<file path="src/rtl/led_meter.sv">
// -----------------------------------------------------------------------------
// led_meter
//   Thermometer-style level meter with peak hold/decay and a sticky overload
//   flag. Each valid magnitude sample is converted to a level (number of
//   thresholds strictly exceeded). A peak tracker holds the highest recent
//   level for HOLD_CYC clocks, then lets it fall one step every DECAY_CYC
//   clocks until it meets the current level again.
//
// Ports
//   clk       : clock, rising edge
//   rst_n     : asynchronous active-low reset
//   mag       : unsigned magnitude sample (WIDTH bits)
//   mag_vld   : mag is sampled on this clock
//   dot_mode  : 0 = bar display, 1 = dot display
//   clr_peak  : synchronous peak and overload clear
//   therm     : registered LED drive (NUM_LEDS bits)
//   peak_lvl  : registered current peak level
//   over      : registered sticky overload flag
// -----------------------------------------------------------------------------
module led_meter #(
  parameter int                          WIDTH     = 15,
  parameter int                          NUM_LEDS  = 9,
  parameter logic [NUM_LEDS*WIDTH-1:0]   THRESH    = {15'h66FF, 15'h507F, 15'h3E7F,
                                                      15'h2DFF, 15'h1FFF, 15'h147F,
                                                      15'h0B7F, 15'h057F, 15'h017F},
  parameter int                          HOLD_CYC  = 2500000,
  parameter int                          DECAY_CYC = 250000
) (
  input  logic                                clk,
  input  logic                                rst_n,
  input  logic [WIDTH-1:0]                    mag,
  input  logic                                mag_vld,
  input  logic                                dot_mode,
  input  logic                                clr_peak,
  output logic [NUM_LEDS-1:0]                 therm,
  output logic [$clog2(NUM_LEDS+1)-1:0]       peak_lvl,
  output logic                                over
);

  localparam int PW   = $clog2(NUM_LEDS + 1);
  localparam int TMAX = (HOLD_CYC > DECAY_CYC) ? HOLD_CYC : DECAY_CYC;
  localparam int TW   = (TMAX > 1) ? $clog2(TMAX) : 1;

  localparam logic [TW-1:0] HOLD_LD  = TW'(HOLD_CYC - 1);
  localparam logic [TW-1:0] DECAY_LD = TW'(DECAY_CYC - 1);
  localparam logic [PW-1:0] FULL_LVL = PW'(NUM_LEDS);

  typedef enum logic [1:0] {
    TRACK = 2'd0,
    HOLD  = 2'd1,
    DECAY = 2'd2
  } state_t;

  // Registered state
  state_t                state_r;
  logic [PW-1:0]         level_q_r;
  logic [PW-1:0]         peak_r;
  logic [TW-1:0]         timer_r;
  logic [NUM_LEDS-1:0]   therm_r;
  logic                  over_r;

  // Next-state values
  state_t                state_s;
  logic [PW-1:0]         level_s;
  logic [PW-1:0]         level_q_s;
  logic [PW-1:0]         peak_s;
  logic [TW-1:0]         timer_s;
  logic [NUM_LEDS-1:0]   therm_s;
  logic                  over_s;

  // Level of the incoming sample: count of thresholds strictly exceeded.
  always_comb begin
    level_s = '0;
    for (int i = 0; i < NUM_LEDS; i++) begin
      if (mag > THRESH[i*WIDTH +: WIDTH]) begin
        level_s = level_s + PW'(1);
      end else begin
        level_s = level_s;
      end
    end
  end

  // Peak tracker next state. The comparisons use the level that will be held
  // after this clock, so a sample arriving together with a timer expiry is
  // already taken into account and peak can never fall below it.
  always_comb begin
    state_s   = state_r;
    peak_s    = peak_r;
    timer_s   = timer_r;
    level_q_s = mag_vld ? level_s : level_q_r;

    if (clr_peak) begin
      peak_s  = level_q_s;
      state_s = TRACK;
      timer_s = '0;
    end else if (mag_vld && (level_s >= peak_r)) begin
      peak_s  = level_s;
      state_s = HOLD;
      timer_s = HOLD_LD;
    end else begin
      case (state_r)
        TRACK: begin
          peak_s = level_q_s;
        end
        HOLD: begin
          if (timer_r == '0) begin
            if (peak_r > level_q_s) begin
              state_s = DECAY;
              timer_s = DECAY_LD;
            end else begin
              state_s = TRACK;
              peak_s  = level_q_s;
            end
          end else begin
            timer_s = timer_r - TW'(1);
          end
        end
        DECAY: begin
          if (timer_r == '0) begin
            peak_s = peak_r - PW'(1);
            if ((peak_r - PW'(1)) == level_q_s) begin
              state_s = TRACK;
              timer_s = '0;
            end else begin
              state_s = DECAY;
              timer_s = DECAY_LD;
            end
          end else begin
            timer_s = timer_r - TW'(1);
          end
        end
        default: begin
          state_s = TRACK;
          peak_s  = level_q_s;
          timer_s = '0;
        end
      endcase
    end
  end

  // Overload flag: a full-scale sample sets it and beats a coincident clear.
  always_comb begin
    if (mag_vld && (level_s == FULL_LVL)) begin
      over_s = 1'b1;
    end else if (clr_peak) begin
      over_s = 1'b0;
    end else begin
      over_s = over_r;
    end
  end

  // LED pattern built from the next-state level and peak, so the outputs land
  // on the same clock edge that captures the sample. Index i lights for
  // level/peak value i+1; a value of 0 matches no LED.
  always_comb begin
    therm_s = '0;
    for (int i = 0; i < NUM_LEDS; i++) begin
      if (dot_mode) begin
        therm_s[i] = (PW'(i + 1) == level_q_s);
      end else begin
        therm_s[i] = (PW'(i) < level_q_s);
      end
      therm_s[i] = therm_s[i] | (PW'(i + 1) == peak_s);
    end
  end

  // State and output registers.
  always_ff @(posedge clk or negedge rst_n) begin
    if (!rst_n) begin
      state_r   <= TRACK;
      level_q_r <= '0;
      peak_r    <= '0;
      timer_r   <= '0;
      therm_r   <= '0;
      over_r    <= 1'b0;
    end else begin
      state_r   <= state_s;
      level_q_r <= level_q_s;
      peak_r    <= peak_s;
      timer_r   <= timer_s;
      therm_r   <= therm_s;
      over_r    <= over_s;
    end
  end

  assign therm    = therm_r;
  assign peak_lvl = peak_r;
  assign over     = over_r;

endmodule

</file>
<file path="config.mk">
export PLATFORM = sky130hd
export DESIGN_NAME = led_meter
export DESIGN_NICKNAME = d
export VERILOG_FILES = /design/src/rtl/led_meter.sv
export SDC_FILE = /design/constraint.sdc
export NUM_CORES = 1
export LEC_CHECK = 0
export ABC_AREA = 1
export CAP_MARGIN = 25
export CORE_MARGIN = 8
export CORE_UTILIZATION = 55
export CTS_BUF_LIST = sky130_fd_sc_hd__clkbuf_4 sky130_fd_sc_hd__clkbuf_8
export CTS_CLUSTER_DIAMETER = 30
export DETAILED_ROUTE_END_ITERATION = 10
export GPL_ROUTABILITY_DRIVEN = 0
export GPL_TIMING_DRIVEN = 0
export PLACE_DENSITY = 0.75
export REMOVE_ABC_BUFFERS = 1
export SETUP_SLACK_MARGIN = 0.5
export SYNTH_ARGS = -nofsm -noshare
export SYNTH_HDL_FRONTEND = slang
export SYNTH_SLANG_ARGS = --single-unit
</file>
<file path="constraint.sdc">
create_clock -name clk -period 7.31 [get_ports clk]
set_clock_uncertainty 0.15 [all_clocks]
set_input_delay 1.0965 -clock clk [delete_from_list [all_inputs] [get_ports clk]]
set_output_delay 1.0965 -clock clk [all_outputs]
set_load 0.03 [all_outputs]
</file>
==> out/summary.log <==
INFO  sta            timing.final.ws_setup=404.3ps
INFO  setup_path     critPathSlowestCell=sky130_fd_sc_hd__mux2_4
INFO  die            die_area=0.009960mm^2
INFO  drt            antenna_violating_nets_post_route=0
INFO  global_route   global_route.overflow_total=0
INFO  power          switching_share=52.52%
INFO  final_layout   layout.nets=700
INFO  placed_design  io_buffers=26
INFO  synthesis      postSynth.topFlopCell=sky130_fd_sc_hd__dfrtp_1
INFO  cts            tritoncts.num_buffers=5
INFO  cts            ctsHoldBuffers=0
INFO  placed_design  dp_worst_setup_slack=-1801ps
INFO  setup_path     setup.worst_path.end_class=flop
INFO  die            fp.dieW=99.80um
INFO  sta            rsz0062_at_grt=true
INFO  drt            met1_length=4494um
INFO  drt            wire_per_inst=14.16um
INFO  global_route   grt_pass1_vias=3975
INFO  setup_path     timing.critical_path.max_delay_family=simple AND/OR/NAND/NOR gates
INFO  die            floorplan.die.height=99.80um
INFO  setup_path     cp_slowest_stage_delay=280ps
INFO  sta            timing.final.crit_share=94.47%
INFO  power          total_switching_power=968.5uW
INFO  die            initial_core_util=56.85%
INFO  power          ir_drop=253.0uV
INFO  final_layout   drive_gt1_share=24.55%
INFO  synthesis      synth.top_cells.by_count=sky130_fd_sc_hd__nand2_1, sky130_fd_sc_hd__inv_1, sky130_fd_sc_hd__nor2_1, sky130_fd_sc_hd__nand3_1, sky130_fd_sc_hd__dfrtp_1
INFO  drt            drt-initial-drc-count=240
INFO  sta            post-route-min-period=6906ps
INFO  power          total_leakage_power=0.002608uW
INFO  setup_path     timing.critical_path.required=7350ps
INFO  power          comb_power_share=70.6%
INFO  setup_path     cp-start-kind=primary input
INFO  setup_path     worst-path-max-fanout=5
INFO  die            design.core.area=0.006794mm^2
INFO  setup_path     reg2reg_slack=3870ps
INFO  global_route   gr_usage_total=20.28%
INFO  power          power_report.internal_total=875.6uW
INFO  final_layout   area_growth=28.22%
INFO  synthesis      seq_area_frac_synth=27.21%
INFO  sta            max_clock_freq=144.8MHz
INFO  cts            cts_tree=done
INFO  cts            insertion_delay=300ps
INFO  cts            cts_htree_levels=2
INFO  drt            route.detailed.vias_per_inst=5.480
INFO  synthesis      yosys.cell_count.top_type=sky130_fd_sc_hd__nand2_1
INFO  synthesis      mapped_avg_cell_area=6.492um^2
INFO  cts            cts.clk_slew.worst_paths=90ps
INFO  status         status=complete, no violations
INFO  sta            final_count_of_negative_setup_slack_endpoints=0
INFO  synthesis      synth_cell_types=41
INFO  final_layout   finish.cell_count_without_fillers=756
INFO  synthesis      synth.cell_area=0.003862mm^2
INFO  power          p_seq_share=21.0%
INFO  global_route   first_pass_grt_wire_length=16960um
INFO  cts            numClockSinks=42
INFO  synthesis      synth.ff_latch_count=42
INFO  power          cellPowerDensity=372.4mW/mm^2
INFO  synthesis      yosys_top_cell_area_share=27.21%
INFO  synthesis      yosysWarnings=0
INFO  sta            timing.final.max_slew_violations=0
INFO  synthesis      library_cell_with_the_largest_summed_area_after_synthesis=sky130_fd_sc_hd__dfrtp_1
INFO  synthesis      synth-edff-count=0
INFO  run            max-cap-violations=0
INFO  synthesis      async_set_or_reset_register_ratio_after_synthesis=100.0%
INFO  synthesis      syn-instance-count=595
INFO  die            i_o_pin_count=34
INFO  drt            drc=0
INFO  synthesis      main_area_contributors_after_synthesis=sky130_fd_sc_hd__dfrtp_1, sky130_fd_sc_hd__nand2_1, sky130_fd_sc_hd__inv_1
INFO  placed_design  hpwlAfterDp=7330um
INFO  die            placementRows=30
INFO  setup_path     cp_num_buf_inv=7
INFO  drt            drt_pre_antenna_iters=5
INFO  cts            cts-root-to-sink-buffers=2
INFO  final_layout   antennaDiodeCount=0
INFO  hold_path      hold_path_class=flop to flop
INFO  sta            final_hold_viol_count=0
INFO  global_route   antenna_found_initial=0
INFO  global_route   grt_max_degree=33
INFO  placed_design  dp.cells=712
INFO  sta            fin_tns_setup=0ps
INFO  drt            total_via_count_in_the_routed_design=4143
INFO  power          clock_power_share=8.5%
INFO  drt            met3RoutedLength=692um
INFO  sta            timing.max_slew.rel_slack=40.27%
INFO  sta            max_slew.worst_pin.slew=889.1ps
INFO  cts            cts_root_buffer=sky130_fd_sc_hd__clkbuf_8
INFO  drt            met2_wirelength=5248um
INFO  setup_path     crit_type=primary input to flop
INFO  setup_path     cp.arrival=6940ps
INFO  drt            dr.max_layer_used=met4
INFO  drt            wirelength=10710um
## cell type report
type                    count  area, um^2
inverters                  98       384.1
repair buffers             61       515.5
flip-flops and latches     42        1051
fillers                   547        1842
multi-input cells         451        2794
well taps                  96       120.1
clock inverters             3       18.77
clock buffers               5       68.82
## power groups by stage
stage	sequential, uW	clock (uW)	combinational, uW
2_1_floorplan	432	0	722
3_3_place_gp	382	0	1020
3_5_place_dp	383	0	1050
4_1_cts	383	157	1190
5_1_grt	396	165	1430
6_report	387	156	1300
## metrics by stage
stage / hold slack, ps / total power, uW / utilization [%] / cell area (um^2)
finish: 343.7 / 1844 / 72.89 / 4952
global route: 369.3 / 1988 / 72.89 / 4952
CTS: 346.1 / 1729 / 69.50 / 4722
detailed placement: 327.2 / 1433 / 62.30 / 4233
global placement: 315.7 / 1404 / 62.08 / 4218
floorplan: 320.7 / 1155 / - / 3837
## cells by family after synthesis
| family | count (synthesis) | share of synthesized area, % |
|---|---|---|
| buffers and inverters | 104 | 10.24 |
| flip-flops | 42 | 27.21 |
| adder cells (fa/ha/maj) | 21 | 6.803 |
| multiplexers | 1 | 0.2915 |
| AND/OR/NAND/NOR | 347 | 41.59 |
| XOR/XNOR | 18 | 4.082 |
| AO/OA/AOI/OAI | 62 | 9.783 |
## flip-flops by register name, summed over array words and instances, names as in the netlist
signal	count
state_r	2
timer_r	22
level_q_r	4
peak_lvl	4
over	1
therm	9
## path summary, 6_finish.rpt
| path | endpoint | cells past startpoint | startpoint |
|---|---|---|---|
| max | therm[6] | 44 | mag[13] |
| min | over | 2 | over |
| max reg2reg | therm[6] | 14 | timer_r[0] |
| min reg2reg | over | 2 | over |
| max in group asynchronous | peak_lvl[3] | 2 | rst_n |
| min in group asynchronous | timer_r[10] | 1 | rst_n |
## layer usage
metal  vias up  global-route usage [%]
li1       2049                       -
met1      1912                   23.61
met2       152                   35.61
met3        30                   4.221
met4         0                   7.567
met5         -                       0
## tightest hold or removal path: cells and delay by family (launching register included)
kind / cells / cell delay [ps]
compound gates: 1 / 50
simple gates: 1 / 60
flops: 1 / 360
## cell usage in the layout, fill, tap and decap left out, types with 2 or more instances in the layout
cell type,instances
sky130_fd_sc_hd__a21oi_1,16
sky130_fd_sc_hd__a21oi_2,2
sky130_fd_sc_hd__a22oi_1,4
sky130_fd_sc_hd__buf_2,2
sky130_fd_sc_hd__buf_4,35
sky130_fd_sc_hd__buf_6,2
sky130_fd_sc_hd__clkbuf_2,3
sky130_fd_sc_hd__clkbuf_8,5
sky130_fd_sc_hd__clkdlybuf4s50_1,17
sky130_fd_sc_hd__clkinv_1,2
sky130_fd_sc_hd__clkinv_2,2
sky130_fd_sc_hd__dfrtp_1,42
sky130_fd_sc_hd__ha_1,14
sky130_fd_sc_hd__ha_4,7
sky130_fd_sc_hd__inv_1,75
sky130_fd_sc_hd__inv_2,15
sky130_fd_sc_hd__inv_4,5
sky130_fd_sc_hd__nand2_1,151
sky130_fd_sc_hd__nand2_2,18
sky130_fd_sc_hd__nand2_4,12
sky130_fd_sc_hd__nand3_1,46
sky130_fd_sc_hd__nand3_2,16
sky130_fd_sc_hd__nand3_4,3
sky130_fd_sc_hd__nand3b_1,5
sky130_fd_sc_hd__nand4_1,10
sky130_fd_sc_hd__nor2_1,53
sky130_fd_sc_hd__nor2_2,3
sky130_fd_sc_hd__nor2_4,9
sky130_fd_sc_hd__nor3_1,8
sky130_fd_sc_hd__nor3b_2,2
sky130_fd_sc_hd__nor4_1,5
sky130_fd_sc_hd__o211ai_1,8
sky130_fd_sc_hd__o21ai_0,11
sky130_fd_sc_hd__o21ai_1,7
sky130_fd_sc_hd__o21ai_2,5
sky130_fd_sc_hd__or2_2,4
sky130_fd_sc_hd__xnor2_1,6
sky130_fd_sc_hd__xor2_1,12
## what timing repair did
action | in CTS | in global routing
endpoints found under the hold margin | 0 | 0
pin swaps | 36 | 42
buffers inserted | 23 | 11
setup endpoints to repair | 37 | 36
cloned | 2 | 0
gates resized for setup | 79 | 53
No activity file was read; power rests on OpenSTA's default activity.
